===== config.mk =====
export PLATFORM = sky130hd
export DESIGN_NAME = mouse_cursor_tracker
export DESIGN_NICKNAME = d
export VERILOG_FILES = /design/src/rtl/mouse_cursor_tracker.sv
export SDC_FILE = /design/constraint.sdc
export NUM_CORES = 1
export LEC_CHECK = 0
export CELL_PAD_IN_SITES_DETAIL_PLACEMENT = 0
export CELL_PAD_IN_SITES_GLOBAL_PLACEMENT = 1
export CORE_ASPECT_RATIO = 0.75
export CORE_MARGIN = 1
export CORE_UTILIZATION = 39
export CTS_CLUSTER_DIAMETER = 50
export DETAILED_ROUTE_END_ITERATION = 10
export MAX_ROUTING_LAYER = met4
export PLACE_DENSITY = 0.89
export SLEW_MARGIN = 15
export SYNTH_ARGS = -nofsm -noshare
export SYNTH_HDL_FRONTEND = slang
export SYNTH_SLANG_ARGS = --single-unit
export TNS_END_PERCENT = 100

===== constraint.sdc =====
create_clock -name i_clk -period 4.93 [get_ports i_clk]
set_clock_uncertainty 0.05 [all_clocks]
set_input_delay 0.986 -clock i_clk [delete_from_list [all_inputs] [get_ports i_clk]]
set_output_delay 0.986 -clock i_clk [all_outputs]
set_load 0.05 [all_outputs]

===== src/rtl/mouse_cursor_tracker.sv =====
// PS/2 mouse cursor tracker: clamped position accumulation, frame-synchronous
// display copy, and a one-entry click-selection buffer with a valid/ready handshake.
module mouse_cursor_tracker #(
    parameter int H_MAX  = 639,
    parameter int V_MAX  = 479,
    parameter int X_INIT = 320,
    parameter int Y_INIT = 240
) (
    input  logic       i_clk,
    input  logic       i_reset,
    input  logic       i_pkt_valid,
    input  logic [8:0] i_pkt_dx,
    input  logic [8:0] i_pkt_dy,
    input  logic       i_pkt_xovf,
    input  logic       i_pkt_yovf,
    input  logic       i_pkt_left,
    input  logic       i_pkt_right,
    input  logic       i_frame_start,
    output logic [9:0] o_cur_x,
    output logic [9:0] o_cur_y,
    output logic       o_sel_valid,
    output logic       o_sel_goal,
    output logic [9:0] o_sel_x,
    output logic [9:0] o_sel_y,
    input  logic       i_sel_ready,
    output logic       o_drop_flag
);
    localparam logic signed [11:0] HMAX12 = 12'(H_MAX);
    localparam logic signed [11:0] VMAX12 = 12'(V_MAX);

    typedef enum logic {IDLE = 1'b0, PEND = 1'b1} state_t;

    logic [9:0]         r_pos_x, r_pos_y;
    logic               r_prev_l, r_prev_r;
    state_t             r_state, w_state_nxt;
    logic signed [11:0] w_dx, w_dy, w_sum_x, w_sum_y;
    logic [9:0]         w_nxt_x, w_nxt_y;
    logic               w_rise_l, w_rise_r, w_click;

    // Overflowed packets saturate to the extreme 9-bit movement in the flagged direction.
    always_comb begin
        w_dx = i_pkt_xovf ? (i_pkt_dx[8] ? -12'sd256 : 12'sd255) : $signed({{3{i_pkt_dx[8]}}, i_pkt_dx});
        w_dy = i_pkt_yovf ? (i_pkt_dy[8] ? -12'sd256 : 12'sd255) : $signed({{3{i_pkt_dy[8]}}, i_pkt_dy});
        w_sum_x = $signed({2'b00, r_pos_x}) + w_dx;
        w_sum_y = $signed({2'b00, r_pos_y}) - w_dy;
        if (w_sum_x < 12'sd0)      w_nxt_x = '0;
        else if (w_sum_x > HMAX12) w_nxt_x = HMAX12[9:0];
        else                       w_nxt_x = w_sum_x[9:0];
        if (w_sum_y < 12'sd0)      w_nxt_y = '0;
        else if (w_sum_y > VMAX12) w_nxt_y = VMAX12[9:0];
        else                       w_nxt_y = w_sum_y[9:0];
    end

    assign w_rise_l = i_pkt_valid & i_pkt_left  & ~r_prev_l;
    assign w_rise_r = i_pkt_valid & i_pkt_right & ~r_prev_r;
    assign w_click  = w_rise_l | w_rise_r;

    // cur_* copies the pre-update position, so a same-cycle packet lands next frame.
    always_ff @(posedge i_clk) begin
        if (i_reset) begin
            r_pos_x  <= 10'(X_INIT);
            r_pos_y  <= 10'(Y_INIT);
            o_cur_x  <= 10'(X_INIT);
            o_cur_y  <= 10'(Y_INIT);
            r_prev_l <= 1'b0;
            r_prev_r <= 1'b0;
        end else begin
            if (i_pkt_valid) begin
                r_pos_x  <= w_nxt_x;
                r_pos_y  <= w_nxt_y;
                r_prev_l <= i_pkt_left;
                r_prev_r <= i_pkt_right;
            end
            if (i_frame_start) begin
                o_cur_x <= r_pos_x;
                o_cur_y <= r_pos_y;
            end
        end
    end

    always_ff @(posedge i_clk) begin
        if (i_reset) r_state <= IDLE;
        else         r_state <= w_state_nxt;
    end

    always_comb begin
        w_state_nxt = r_state;
        case (r_state)
            IDLE: if (w_click)     w_state_nxt = PEND;
            PEND: if (i_sel_ready) w_state_nxt = IDLE;
            default:               w_state_nxt = IDLE;
        endcase
    end

    always_comb begin
        o_sel_valid = (r_state == PEND);
    end

    // Left wins a simultaneous rise; the lost right click, or any click while PEND, is a drop.
    always_ff @(posedge i_clk) begin
        if (i_reset) begin
            o_sel_goal  <= 1'b0;
            o_sel_x     <= '0;
            o_sel_y     <= '0;
            o_drop_flag <= 1'b0;
        end else begin
            if (r_state == IDLE && w_click) begin
                o_sel_goal <= ~w_rise_l;
                o_sel_x    <= w_nxt_x;
                o_sel_y    <= w_nxt_y;
            end
            if ((r_state == IDLE && w_rise_l && w_rise_r) || (r_state == PEND && w_click))
                o_drop_flag <= 1'b1;
        end
    end
endmodule


==> impl_table.tex, run 1 <==
\begin{tabular}{lr}
\hline
Metric & Value \\
\hline
\multicolumn{2}{l}{\textbf{Outcome}} \\
\quad Run status & finished clean \\
\multicolumn{2}{l}{\textbf{Synth}} \\
\quad Net Count, Synth & 501 \\
\quad Number of warnings printed during yosys synthesis & 0 \\
\quad Main flop type after synthesis & dfxtp\_1 \\
\quad EDFF count, synth & 0 \\
\quad Gate count of the mapped netlist & about 450 \\
\quad Synthesized area & 3790 um2 \\
\quad Syn Area/Cell & 8.44 um2 \\
\quad Distinct cell type count of the synthesized netlist & 64 \\
\quad Sequential-to-total area share from yosys stat & approximately 34\% \\
\quad Number of synthesized register bits & 65 \\
\quad FFs w/ async S/R, synth & 0\% \\
\multicolumn{2}{l}{\textbf{Critical path}} \\
\quad Worst-path fanout max & 9 \\
\quad Number of buffer and inverter stages on the critical path & 3 \\
\quad Worst path arrival time & between 4 and 5 ns \\
\quad Crit Path Class & primary input to flip-flop \\
\quad Endpoint type of the worst setup path & flip-flop \\
\quad Cells traversed along the worst timing path & clkdlybuf4s50\_1 -> clkinv\_1 -> nor2\_1 -> buf\_4 -> a21oi\_1 -> ha\_1 -> a21o\_1 -> a211o\_1 -> o32ai\_4 -> xnor2\_1 -> o311ai\_1 -> or4\_1 -> a221o\_1 \\
\quad CP required & just over 5 ns \\
\quad Kind of cell adding the most delay to the critical path & compound AO/OA/AOI/OAI gates \\
\quad Crit start category & primary input \\
\quad Largest incremental delay on the critical path & $\sim$0.58 ns \\
\quad Master of the slowest instance on the critical path & or4\_1 \\
\multicolumn{2}{l}{\textbf{Routing}} \\
\quad Routed via count divided by cell count & between 5 and 6 \\
\quad Number of optimization iterations in the first detailed-route pass & 5 \\
\quad Routed via count & $\sim$3,700 \\
\quad Routed wire length & between 10,000 and 15,000 um \\
\quad Wire per inst & about 17 um \\
\quad Final antenna-violating net count & 0 \\
\quad DRC violations left & 0 \\
\quad Number of violations reported at the end of detailed-routing iteration 0 & between 300 and 400 \\
\multicolumn{2}{l}{\textbf{Timing}} \\
\quad Top achievable clock speed & around 230 MHz \\
\quad Time the final worst path needs with I/O delays and setup & 4.42 ns \\
\quad Hold violation total from the final report & 0 \\
\quad Worst rel slew slack & between 40 and 50\% \\
\quad Setup repair after global routing missed its margin & false \\
\quad Final period utilization & roughly 90\% \\
\quad Setup TNS & 0 ns \\
\quad Final slew viol count & 0 \\
\quad Transition time of the tightest slew-check pin & $\sim$0.85 ns \\
\quad Setup-violating endpoint count in the final report & 0 \\
\multicolumn{2}{l}{\textbf{Power and ir drop}} \\
\quad Clk network pwr share & roughly 37\% \\
\quad Post-route total power & 2000 uW \\
\quad Cell area power density & 400 nW/um2 \\
\quad Switching Power & approximately 680 uW \\
\quad Internal power & between 1000 and 1500 uW \\
\quad Worst-case vdd ir drop & approximately 0.21 mV \\
\quad Seq pwr share & between 30 and 40\% \\
\quad Fraction of power spent switching nets & between 30\% and 40\% \\
\quad Portion of total power attributed to combinational logic & 32.3\% \\
\quad Leakage power of the design & a little over 0.002 uW \\
\multicolumn{2}{l}{\textbf{Global routing}} \\
\quad Wire length of the first global-routing pass & $\sim$18,000 um \\
\quad Number of global-route vias before repair & approximately 3,400 \\
\quad GRT overflow & 0 \\
\quad Antenna violations before repair & 0 \\
\quad Pin count of the biggest net entering global routing & 34 \\
\quad Overall routing resource usage & between 20\% and 30\% \\
\multicolumn{2}{l}{\textbf{Placement}} \\
\quad Estimated wirelength of the detail-placed design & between 7000 and 8000 um \\
\quad Port Buffer Count & 69 \\
\quad Global placement routability congestion & 0.911 \\
\multicolumn{2}{l}{\textbf{Final layout}} \\
\quad Antenna diode count & 0 \\
\quad Number of nets in the layout & 575 \\
\quad Area grow syn2layout & 31.8\% \\
\quad Leading cell type in the layout, fill and taps excluded & clkdlybuf4s50\_1 \\
\quad Most frequent cells in the layout & clkdlybuf4s50\_1 (69), dfxtp\_1 (65), nand2\_1 (45) \\
\quad Core utilization of the finished layout & between 50\% and 60\% \\
\quad Ratio of cells with drive above 1 in the final layout & 6.44\% \\
\multicolumn{2}{l}{\textbf{Floorplan}} \\
\quad Die boundary height & roughly 87 um \\
\quad Die area & 10,100 um2 \\
\quad Starting utilization of the core area & about two fifths \\
\quad Placeable core area & around 9200 um2 \\
\quad Width of the die & approximately 120 um \\
\quad Io pins & 70 \\
\quad Number of rows created at floorplan & 30 \\
\multicolumn{2}{l}{\textbf{Clock tree}} \\
\quad Maximum buffer depth of the clock tree & 2 \\
\quad Quantity of gates resized following cts & 0 \\
\quad H-tree depth reported by CTS & 3 \\
\quad Number of buffers inserted to repair setup after CTS & 0 \\
\quad Clock network latency to the later pin of the worst-skew pair & approximately 0.34 ns \\
\quad Hold bufs inserted after CTS & 0 \\
\quad Number of sinks handled by clock tree synthesis & between 60 and 70 \\
\quad CTS buffer count & 9 \\
\quad Clock slew at the register clock pins of the worst setup and hold paths & 0.05 ns \\
\quad Buffer cell driving the clock tree root & clkbuf\_16 \\
\quad CTS tree & done \\
\multicolumn{2}{l}{\textbf{Run}} \\
\quad Number of max-cap violations & 0 \\
\multicolumn{2}{l}{\textbf{Hold path}} \\
\quad Worst hold-check path type & flip-flop to flip-flop \\
\hline
\end{tabular}
## stage by stage
step	hold slack (ns)	area, um2	worst slack (ns)	cells
floorplan	0.397	3790	0.858	449
global placement	0.384	4650	0.236	640
detailed placement	0.393	4650	0.198	640
CTS	0.403	4990	0.539	656
global route	0.425	4990	0.261	656
finish	0.398	4990	0.510	656
## registers in the layout, summed over array words and instances, names as in the netlist
name         cells
o_cur_x         10
o_cur_y         10
o_drop_flag      1
o_sel_goal       1
o_sel_valid      1
o_sel_x         10
o_sel_y         10
r_pos_x         10
r_pos_y         10
r_prev_l         1
r_prev_r         1
## layout make-up
class / count / area, um2
fillers: 873 / 4240
multi-input cells: 341 / 2310
flip-flops and latches: 65 / 1300
repair buffers: 80 / 773
clock buffers: 10 / 239
well taps: 128 / 160
clock inverters: 6 / 105
inverters: 26 / 97.6
## path summary, 6_finish.rpt
kind              slack, ns     endpoint         from  depth (start not counted)
hold reg to reg        0.40  o_drop_flag  o_drop_flag                          2
setup reg to reg       1.71   r_pos_y[4]   r_pos_y[0]                         10
setup / recovery       0.51   r_pos_y[4]   i_pkt_yovf                         13
hold / removal         0.40  o_drop_flag  o_drop_flag                          2
## cells in the mapped netlist, drive strengths merged, types with 5 or more instances
library cell	count	area, um2
and3	7	43.8
nor2	36	135
clkbuf	11	41.3
ha	23	288
nand3	5	25.0
o21ai	33	165
o21a	5	38.8
mux2i	23	230
xnor2	13	114
a32oi	9	78.8
buf	6	32.5
a22o	5	45.0
a21oi	38	194
inv	24	90.1
dfxtp	65	1300
nand2	45	169
nor3	14	70.1
a21o	9	67.6
a211oi	6	50.1
## worst register-to-register path, cell delays in order (launching register included)
cell	delay, ns
dfxtp_1	0.37
inv_1	0.06
ha_1	0.23
fa_1	0.42
nor2b_1	0.25
o2111ai_2	0.23
a31oi_1	0.32
a311oi_1	0.10
and4_1	0.24
or4_1	0.51
a221o_1	0.33
## routing by layer
layer / global-route usage (%) / part of all wire (%)
met2: 30.4 / 39
met4: 5.01 / 0.54
met1: 34.9 / 53
met5: - / 0
met3: 6.68 / 7.2
## kinds of logic (layout without fill, tap and decap cells)
logic type               Yosys count  count (layout)  synth area share (%)
AO/OA/AOI/OAI                    143             143                  26.0
XOR/XNOR                          17              17                  3.93
adder cells (fa/ha/maj)           26              26                  8.92
buffers and inverters             43             122                  4.53
flip-flops                        65              65                  34.4
multiplexers                      23              23                  6.08
AND/OR/NAND/NOR                  132             132                  16.2
## power groups by stage
stage                     clock [uW]  sequential (uW)  combinational, uW
after floorplan                    0              697                370
after global placement             0              622                626
after detailed placement           0              623                631
after CTS                        750              612                638
after global routing             773              618                698
final                            741              613                645
Note: power is estimated with default switching activity, not from simulation.
==> run 2: changes to the inputs <==
- clock period: 4.93 -> 4.4 ns (I/O delays scaled with it)
==> impl_table.tex, run 2 (synthesis results as in run 1) <==
\begin{tabular}{lr}
\hline
Metric & Value \\
\hline
\multicolumn{2}{l}{\textbf{Floorplan}} \\
\quad Io pins & 70 \\
\quad Starting utilization of the core area & between 40 and 50\% \\
\quad Die boundary height & 87.3 um \\
\quad Number of rows created at floorplan & 30 \\
\quad Width of the die & $\sim$120 um \\
\quad Die area & between 10,000 and 15,000 um2 \\
\quad Placeable core area & 9230 um2 \\
\multicolumn{2}{l}{\textbf{Clock tree}} \\
\quad Maximum buffer depth of the clock tree & 2 \\
\quad Number of buffers inserted to repair setup after CTS & 0 \\
\quad Clock slew at the register clock pins of the worst setup and hold paths & around 0.05 ns \\
\quad CTS buffer count & 9 \\
\quad CTS tree & done \\
\quad Clock network latency to the later pin of the worst-skew pair & $\sim$0.33 ns \\
\quad H-tree depth reported by CTS & 3 \\
\quad Buffer cell driving the clock tree root & clkbuf\_16 \\
\quad Number of sinks handled by clock tree synthesis & 65 \\
\multicolumn{2}{l}{\textbf{Timing}} \\
\quad Setup repair after global routing missed its margin & false \\
\quad Worst rel slew slack & between 20\% and 30\% \\
\quad Setup TNS & 0 ns \\
\quad Hold violation total from the final report & 0 \\
\quad Time the final worst path needs with I/O delays and setup & 4.16 ns \\
\quad Final period utilization & 94.5\% \\
\quad Setup-violating endpoint count in the final report & 0 \\
\quad Transition time of the tightest slew-check pin & between 1 and 1.5 ns \\
\quad Final slew viol count & 0 \\
\quad Top achievable clock speed & around 240 MHz \\
\multicolumn{2}{l}{\textbf{Power and ir drop}} \\
\quad Internal power & approximately 1300 uW \\
\quad Clk network pwr share & between 20\% and 30\% \\
\quad Switching Power & around 730 uW \\
\quad Fraction of power spent switching nets & between 30\% and 40\% \\
\quad Seq pwr share & about a third \\
\quad Post-route total power & 2050 uW \\
\quad Cell area power density & about 410 nW/um2 \\
\quad Leakage power of the design & slightly above 0.002 uW \\
\quad Worst-case vdd ir drop & around 0.30 mV \\
\quad Portion of total power attributed to combinational logic & 36.8\% \\
\multicolumn{2}{l}{\textbf{Critical path}} \\
\quad CP required & around 4.6 ns \\
\quad Worst-path fanout max & 6 \\
\quad Endpoint type of the worst setup path & flip-flop \\
\quad Worst path arrival time & $\sim$4.3 ns \\
\quad Crit Path Class & primary input to flip-flop \\
\quad Crit start category & primary input \\
\quad Worst-case register-to-register setup slack & between 1 and 1.5 ns \\
\multicolumn{2}{l}{\textbf{Global routing}} \\
\quad Number of global-route vias before repair & roughly 3,400 \\
\quad Antenna violations before repair & 0 \\
\quad Pin count of the biggest net entering global routing & 33 \\
\quad GRT overflow & 0 \\
\quad Overall routing resource usage & 23.3\% \\
\quad Wire length of the first global-routing pass & approximately 18,000 um \\
\multicolumn{2}{l}{\textbf{Placement}} \\
\quad Global placement routability congestion & 0.879 \\
\quad Port Buffer Count & just under 70 \\
\quad DP Area & about 4800 um2 \\
\quad Estimated wirelength of the detail-placed design & about 8000 um \\
\multicolumn{2}{l}{\textbf{Routing}} \\
\quad Number of optimization iterations in the first detailed-route pass & 5 \\
\quad Routed via count & around 3,700 \\
\quad Met1 Routed Length & around 5800 um \\
\quad Routed via count divided by cell count & between 5 and 6 \\
\quad Routed length on met3 & 709 um \\
\quad Final antenna-violating net count & 0 \\
\quad Met2 wire len & between 4000 and 5000 um \\
\quad Wire per inst & 16.3 um \\
\quad DRC violations left & 0 \\
\quad Routed wire length & $\sim$11,000 um \\
\quad Number of violations reported at the end of detailed-routing iteration 0 & about 230 \\
\quad Highest metal layer with signal wires & met4 \\
\multicolumn{2}{l}{\textbf{Final layout}} \\
\quad Leading cell type in the layout, fill and taps excluded & clkdlybuf4s50\_1 \\
\quad Area grow syn2layout & 32.4\% \\
\quad Count of fill cells added during filler insertion & roughly 880 \\
\quad Antenna diode count & 0 \\
\quad Most frequent cells in the layout & clkdlybuf4s50\_1 (69), dfxtp\_1 (65), nand2\_1 (45) \\
\quad Ratio of cells with drive above 1 in the final layout & slightly above 8\% \\
\quad Number of nets in the layout & between 500 and 600 \\
\quad Layout Cell Area excl Fill & approximately 5000 um2 \\
\multicolumn{2}{l}{\textbf{Run}} \\
\quad Number of max-cap violations & 0 \\
\multicolumn{2}{l}{\textbf{Hold path}} \\
\quad Worst hold-check path type & flip-flop to flip-flop \\
\multicolumn{2}{l}{\textbf{Outcome}} \\
\quad Run status & finished clean \\
\hline
\end{tabular}
==> run 2: cell count changes in the layout (fill, tap and decap cells not counted), sizes merged <==
cell | before | now
clkinv | 5 | 3
buf | 11 | 27
clkbuf | 10 | 13
bufinv | 3 | 0
==> run 2: timing repair <==
action	in CTS	in global routing
resized for setup	0	1
endpoints found under the setup margin	0	1
hold buffers	0	0
==> run 2: worst paths after layout <==
| check | start | to | depth (start not counted) |
|---|---|---|---|
| setup / recovery | i_pkt_dy[8] | r_pos_y[4] | 12 |
| setup reg to reg | r_pos_y[0] | r_pos_y[4] | 10 |
| hold reg to reg | o_drop_flag | o_drop_flag | 2 |
| hold / removal | o_drop_flag | o_drop_flag | 2 |
==> run 2: per-layer routing <==
metal	GRT usage, %	up-vias
li1	-	1836
met1	34.3	1713
met2	32.0	126
met3	5.15	2
met4	4.43	0
met5	-	-
==> run 2: critical path, stage by stage <==
cell             delay [ns]
clkdlybuf4s50_1        0.51
nor2_2                 0.31
buf_4                  0.19
a21oi_1                0.04
ha_1                   0.39
nand4_1                0.15
a211oi_2               0.37
o32ai_4                0.16
xnor2_1                0.22
o311ai_1               0.19
or4_1                  0.56
a221o_1                0.33
==> run 2: cell type report <==
type                            instances  area (um2)  area share, %
Sequential cell                        65        1300           25.9
Clock buffer                           13         240           4.79
Multi-Input combinational cell        341        2320           46.2
Inverter                               26        97.6           1.95
Clock inverter                          1        5.00         0.0998
Timing Repair Buffer                   96         893           17.8
Tap cell                              128         160           3.19
==> run 2: power by group through the flow <==
stage | logic [uW] | registers (uW) | clock network (uW)
2_1_floorplan | 414 | 781 | 0
3_3_place_gp | 739 | 696 | 0
3_5_place_dp | 740 | 697 | 0
4_1_cts | 746 | 686 | 621
5_1_grt | 818 | 692 | 646
6_report | 754 | 687 | 609
==> run 2: stage by stage <==
stage                     std cells  utilization [%]  setup WS [ns]  hold slack, ns
after floorplan                 449                -          0.434           0.397
after global placement          656             51.6        -0.0559           0.385
after detailed placement        656             51.6        -0.0928           0.393
after CTS                       670             54.3          0.209           0.400
after global routing            670             54.3         0.0771           0.418
final                           670             54.3          0.241           0.397
==> RTL change 1, RTL diff (config.mk and constraints of run 2) <==
Reset style: asynchronous (`i_reset`), changed in 3 clocked blocks.
--- a/src/rtl/mouse_cursor_tracker.sv
+++ b/src/rtl/mouse_cursor_tracker.sv
@@ -58,3 +58,3 @@
     // cur_* copies the pre-update position, so a same-cycle packet lands next frame.
-    always_ff @(posedge i_clk) begin
+    always_ff @(posedge i_clk or posedge i_reset) begin
         if (i_reset) begin
@@ -80,3 +80,3 @@
 
-    always_ff @(posedge i_clk) begin
+    always_ff @(posedge i_clk or posedge i_reset) begin
         if (i_reset) r_state <= IDLE;
@@ -99,3 +99,3 @@
     // Left wins a simultaneous rise; the lost right click, or any click while PEND, is a drop.
-    always_ff @(posedge i_clk) begin
+    always_ff @(posedge i_clk or posedge i_reset) begin
         if (i_reset) begin
Behaviour: differs if i_reset is asserted again (counterexample within 4 cycles, from zero or initial values and one cycle with i_reset high); with i_reset held inactive, the same outputs for 4 cycles.
==> RTL change 1 against run 2 <==
Design area grew 0.82%. Sequential cell count is the same. First-iteration DRC count shrank 15%. Non-clock buffer count shrank 13. Routed wire length shrank 13%. Area after synthesis grew 1.3%. Setup slack gained 0.15 ns. Largest cell class unchanged.
Power is not compared: it rests on default switching activity, and its combinational part moved more than twofold at a synthesized area within 25%.
==> RTL change 1: results (changes against run 2) <==
[run_status]
status=finished, final reports clean

[clocking]
path_clk_slew_ns=0.05  ; about the same
post-cts-setup-buffers=0  ; unchanged
numCtsBuffers=9  ; unchanged
root_buffer=clkbuf_16
htree_levels=3  ; unchanged
clk-insertion-delay-late_ns=0.33  ; about the same
cts_resized=0  ; unchanged
clk_path_buf_depth=2  ; unchanged

[place]
dpl-instance-area_um2=4750  ; -0.42%
gp_congestion=0.879  ; unchanged
port_buffers=69  ; unchanged
place_inst=583  ; -11%
hpwl_mm=7.13  ; -10%

[drt]
ant_nets=0  ; unchanged
dr_total_vias=3238  ; -12%
wirelength_mm=9.56  ; -13%
wl_per_cell_um=16.0  ; -2.3%
drtIter0Drc=191  ; -15%
first_pass_iters=4  ; -1

[synth]
syn_nets=439  ; -12%
synthTopCellsByArea=dfrtp_1, dfstp_2, ha_1
async_reset_ff_share_pct=100  ; +100 points
ys_seq_area_share_pct=42.8  ; +8.4 points
yosysWarnings=0  ; unchanged
synth_cell_type_count=61  ; -4.7%
syn_avg_cell_area_um2=9.91  ; +18%
netlist_top_cells_count=dfrtp_1, nor2_1, inv_1, a21oi_1, a311oi_1

[global_route]
met2_usage_pct=28.9  ; -3.1 points
gr-usage-met3_pct=5.12  ; -0.029 points
grt_use_met1_pct=31.5  ; -2.8 points
grt_pass1_wl_mm=16.1  ; -8.3%
grt_usage_pct=21.4  ; -1.9 points
antenna_found_initial=0  ; unchanged
grt_max_degree=43  ; +30%

[pwr]
power_leakage_nw=2.18
irDropWorstVdd_mv=0.446
internal_power_w=0.00234

[critical_path]
cpPeakStageDelay_ns=0.50  ; -0.06 ns
path_max_fanout=14  ; +8
rr_worst_depth=10  ; unchanged
slowest_stage=clkdlybuf4s50_1

[layout]
nets=518  ; -12%
diodes=0  ; unchanged
final_layout_size_suffix_gt1_share_pct=16.3  ; +8.0 points
fillers=859  ; -2.7%

[worst_hold_path]
hold_depth=1  ; -1
hp-class=reg -> reg

[timing]
slew_headroom_pct=27.3  ; +2.5 points

[RTL change 1: cell types whose count changed after synthesis, sizes merged, moves of 6 or more]
cell	change
a21oi	-14
a311oi	+23
a32oi	-8
dfrtp	+53
dfstp	+12
dfxtp	-65
inv	+6
mux2	+22
mux2i	-22
nand2	-29
o21ai	-9
[RTL change 1: cell families after synthesis]
group                      share of synthesized area [%]
and+or+nand+nor                                     12.0
AOI/OAI and AO/OA                                   21.8
DFF                                                 42.8
xor gates and xnor gates                            3.42
buffers and inverters                               4.53
adders and majority gates                           8.81
muxes                                               6.72
[RTL change 1: area by class of cell]
class,instances,area (um2),area share [%]
multi-input cells,276,2020,40.0
flip-flops and latches,65,1640,32.5
repair buffers,83,808,16.0
clock buffers,14,274,5.42
well taps,128,160,3.17
inverters,31,116,2.30
clock inverters,2,35.0,0.693
[RTL change 1: through the flow]
stage / worst slack (ns) / util [%]
final: 0.392 / 54.3
after global placement: 0.0992 / 51.0
after global routing: 0.110 / 54.3
after detailed placement: 0.0781 / 51.0
after floorplan: 0.666 / -
after CTS: 0.401 / 54.3
[RTL change 1: worst max-delay path: cells and delay by family]
family	cells	cell delay, ns
buffers and inverters	2	0.65
AO/OA/AOI/OAI	6	1.42
XOR/XNOR	1	0.13
adder cells (fa/ha/maj)	2	0.66
AND/OR/NAND/NOR	2	0.44
[RTL change 1: power by group through the flow]
stage | sequential, W | clock [W] | combinational [W]
after floorplan | 0.00166 | 0 | 0.00113
after global placement | 0.00109 | 0 | 0.00243
after detailed placement | 0.00109 | 0 | 0.00245
after CTS | 0.00109 | 0.000746 | 0.00247
after global routing | 0.00113 | 0.000778 | 0.00267
final | 0.00109 | 0.000732 | 0.00247
[RTL change 1: path summary, 6_finish.rpt]
| kind | end | start | slack, ns |
|---|---|---|---|
| max in group asynchronous | o_cur_x[6]$_DFFE_PP1P_ | i_reset | 2.58 |
| min in group asynchronous | o_sel_y[9]$_DFFE_PP0P_ | i_reset | 0.93 |
| hold / removal | o_drop_flag$_DFFE_PP0P_ | o_drop_flag$_DFFE_PP0P_ | 0.40 |
| setup / recovery | r_pos_x[6]$_DFFE_PP1P_ | i_pkt_dx[8] | 0.39 |
| hold reg to reg | o_drop_flag$_DFFE_PP0P_ | o_drop_flag$_DFFE_PP0P_ | 0.40 |
| setup reg to reg | o_sel_y[0]$_DFFE_PP0P_ | r_pos_y[0]$_DFFE_PP0P_ | 1.46 |
[RTL change 1: metal layers]
metal | up-vias | part of all wire, %
met2 | 101 | 41
met1 | 1550 | 51
met5 | - | 0
li1 | 1580 | -
met3 | 7 | 6.8
met4 | 0 | 0.71
==> RTL change 2, RTL diff (flow settings as in run 2) <==
Made on the original files. The parameter `V_MAX` goes from 479 to 256.
--- a/src/rtl/mouse_cursor_tracker.sv
+++ b/src/rtl/mouse_cursor_tracker.sv
@@ -4,3 +4,3 @@
     parameter int H_MAX  = 639,
-    parameter int V_MAX  = 479,
+    parameter int V_MAX  = 256,
     parameter int X_INIT = 320,
Function: changed (a bounded check fails within 4 cycles, from zero or initial values and one cycle with i_reset high).
==> RTL change 2 against run 2 <==
Critical endpoint is now r_pos_y[6]$_SDFFE_PP1P_. Setup slack improved by 0.14 ns. Design area decreased by 5.2%. Sequential cell count unchanged. Largest cell class unchanged. Sequential share of layout area increased by 1.4 points. Core utilization decreased by 2.0 points. Routed wire length decreased by 13%. Total power decreased by 6.5%. Worst hold slack improved by 0.027 ns. Area after synthesis decreased by 3.4%.
==> RTL change 2: results (changes against run 2) <==
[drt]
dr_wl_met2_mm=4.00  ; -10%
drtIter0Drc=228  ; +0.88%
wl_met3_um=485  ; -32%
wl_per_cell_um=15.8  ; -3.5%

[place]
pre_cts_slack_ns=0.113  ; +0.205 ns
place_inst=590  ; -10%
dpl-instance-area_um2=4490  ; -5.8%

[layout]
fin_area_um2=4750  ; -5.2%
final_layout_size_suffix_gt1_share_pct=8.39  ; +0.083 points
fillers=874  ; -1.0%

[global_route]
grt_max_degree=56  ; +70%
grt_pass1_wl_mm=15.8  ; -9.9%
grt_usage_pct=21.4  ; -1.9 points
first_global_vias=3135  ; -6.9%

[synth]
syn_inst=402  ; -10%
ys_seq_area_share_pct=35.6  ; +1.2 points
netlist_top_cells_count=dfxtp_1, nor2_1, a21oi_1, ha_1, inv_1
syn_nets=454  ; -9.4%

[pwr]
p_per_area_nw_per_um2=404  ; -1.3%
power_leakage_nw=1.90  ; -8.6%
p_clk_w=0.000637  ; +4.6%
pwr-share-comb_pct=31.9  ; -4.9 points
irDropWorstVdd_mv=0.207  ; -31%

[run_status]
status=finished, final reports clean

[timing]
tightest_slew_ns=0.952  ; -0.172 ns

[critical_path]
arrival_ns=4.18  ; -0.14 ns
cpPeakStageDelay_ns=0.46  ; -0.10 ns
slowest_stage=clkdlybuf4s50_1
path_max_fanout=9  ; +3

RTL change 2: kinds of logic after synthesis:
group / after synthesis / share of synthesized area, %
AND/OR/NAND/NOR: 111 / 15.6
multiplexers: 18 / 5.30
flip-flops: 65 / 35.6
buffers and inverters: 41 / 4.51
adder cells (fa/ha/maj): 25 / 8.96
AO/OA/AOI/OAI: 128 / 26.7
XOR/XNOR: 14 / 3.35
RTL change 2: path summary, 6_finish.rpt:
| kind | start | end | slack, ns | cells past startpoint |
|---|---|---|---|---|
| hold / removal | o_sel_x[7]$_SDFFE_PP0P_ | o_sel_x[7]$_SDFFE_PP0P_ | 0.42 | 1 |
| setup reg to reg | r_pos_y[0]$_SDFFE_PP0P_ | o_sel_y[1]$_SDFFE_PP0P_ | 1.60 | 10 |
| hold reg to reg | o_sel_x[7]$_SDFFE_PP0P_ | o_sel_x[7]$_SDFFE_PP0P_ | 0.42 | 1 |
| setup / recovery | i_pkt_yovf | r_pos_y[6]$_SDFFE_PP1P_ | 0.38 | 14 |
RTL change 2: layout make-up:
class	count	share of cell area, %
sequential	65	27.4
inverter	24	1.90
timing repair buffer	77	15.7
tap	128	3.37
multi-input combinational	296	46.1
clock inverter	4	0.421
clock buffer	11	5.11
RTL change 2: layer usage:
layer / track usage [%] / up-vias
li1: - / 1618
met2: 30.0 / 93
met1: 30.3 / 1538
met4: 6.61 / 0
met3: 4.81 / 12
met5: - / -
RTL change 2: worst register-to-register path, stage by stage, from the launching register on:
cell	delay [ns]
dfxtp_1	0.34
inv_1	0.07
ha_1	0.21
fa_1	0.39
nand2b_1	0.19
a21boi_0	0.24
or4_1	0.15
o311ai_1	0.17
o41ai_2	0.41
o211ai_2	0.28
o21ai_1	0.22
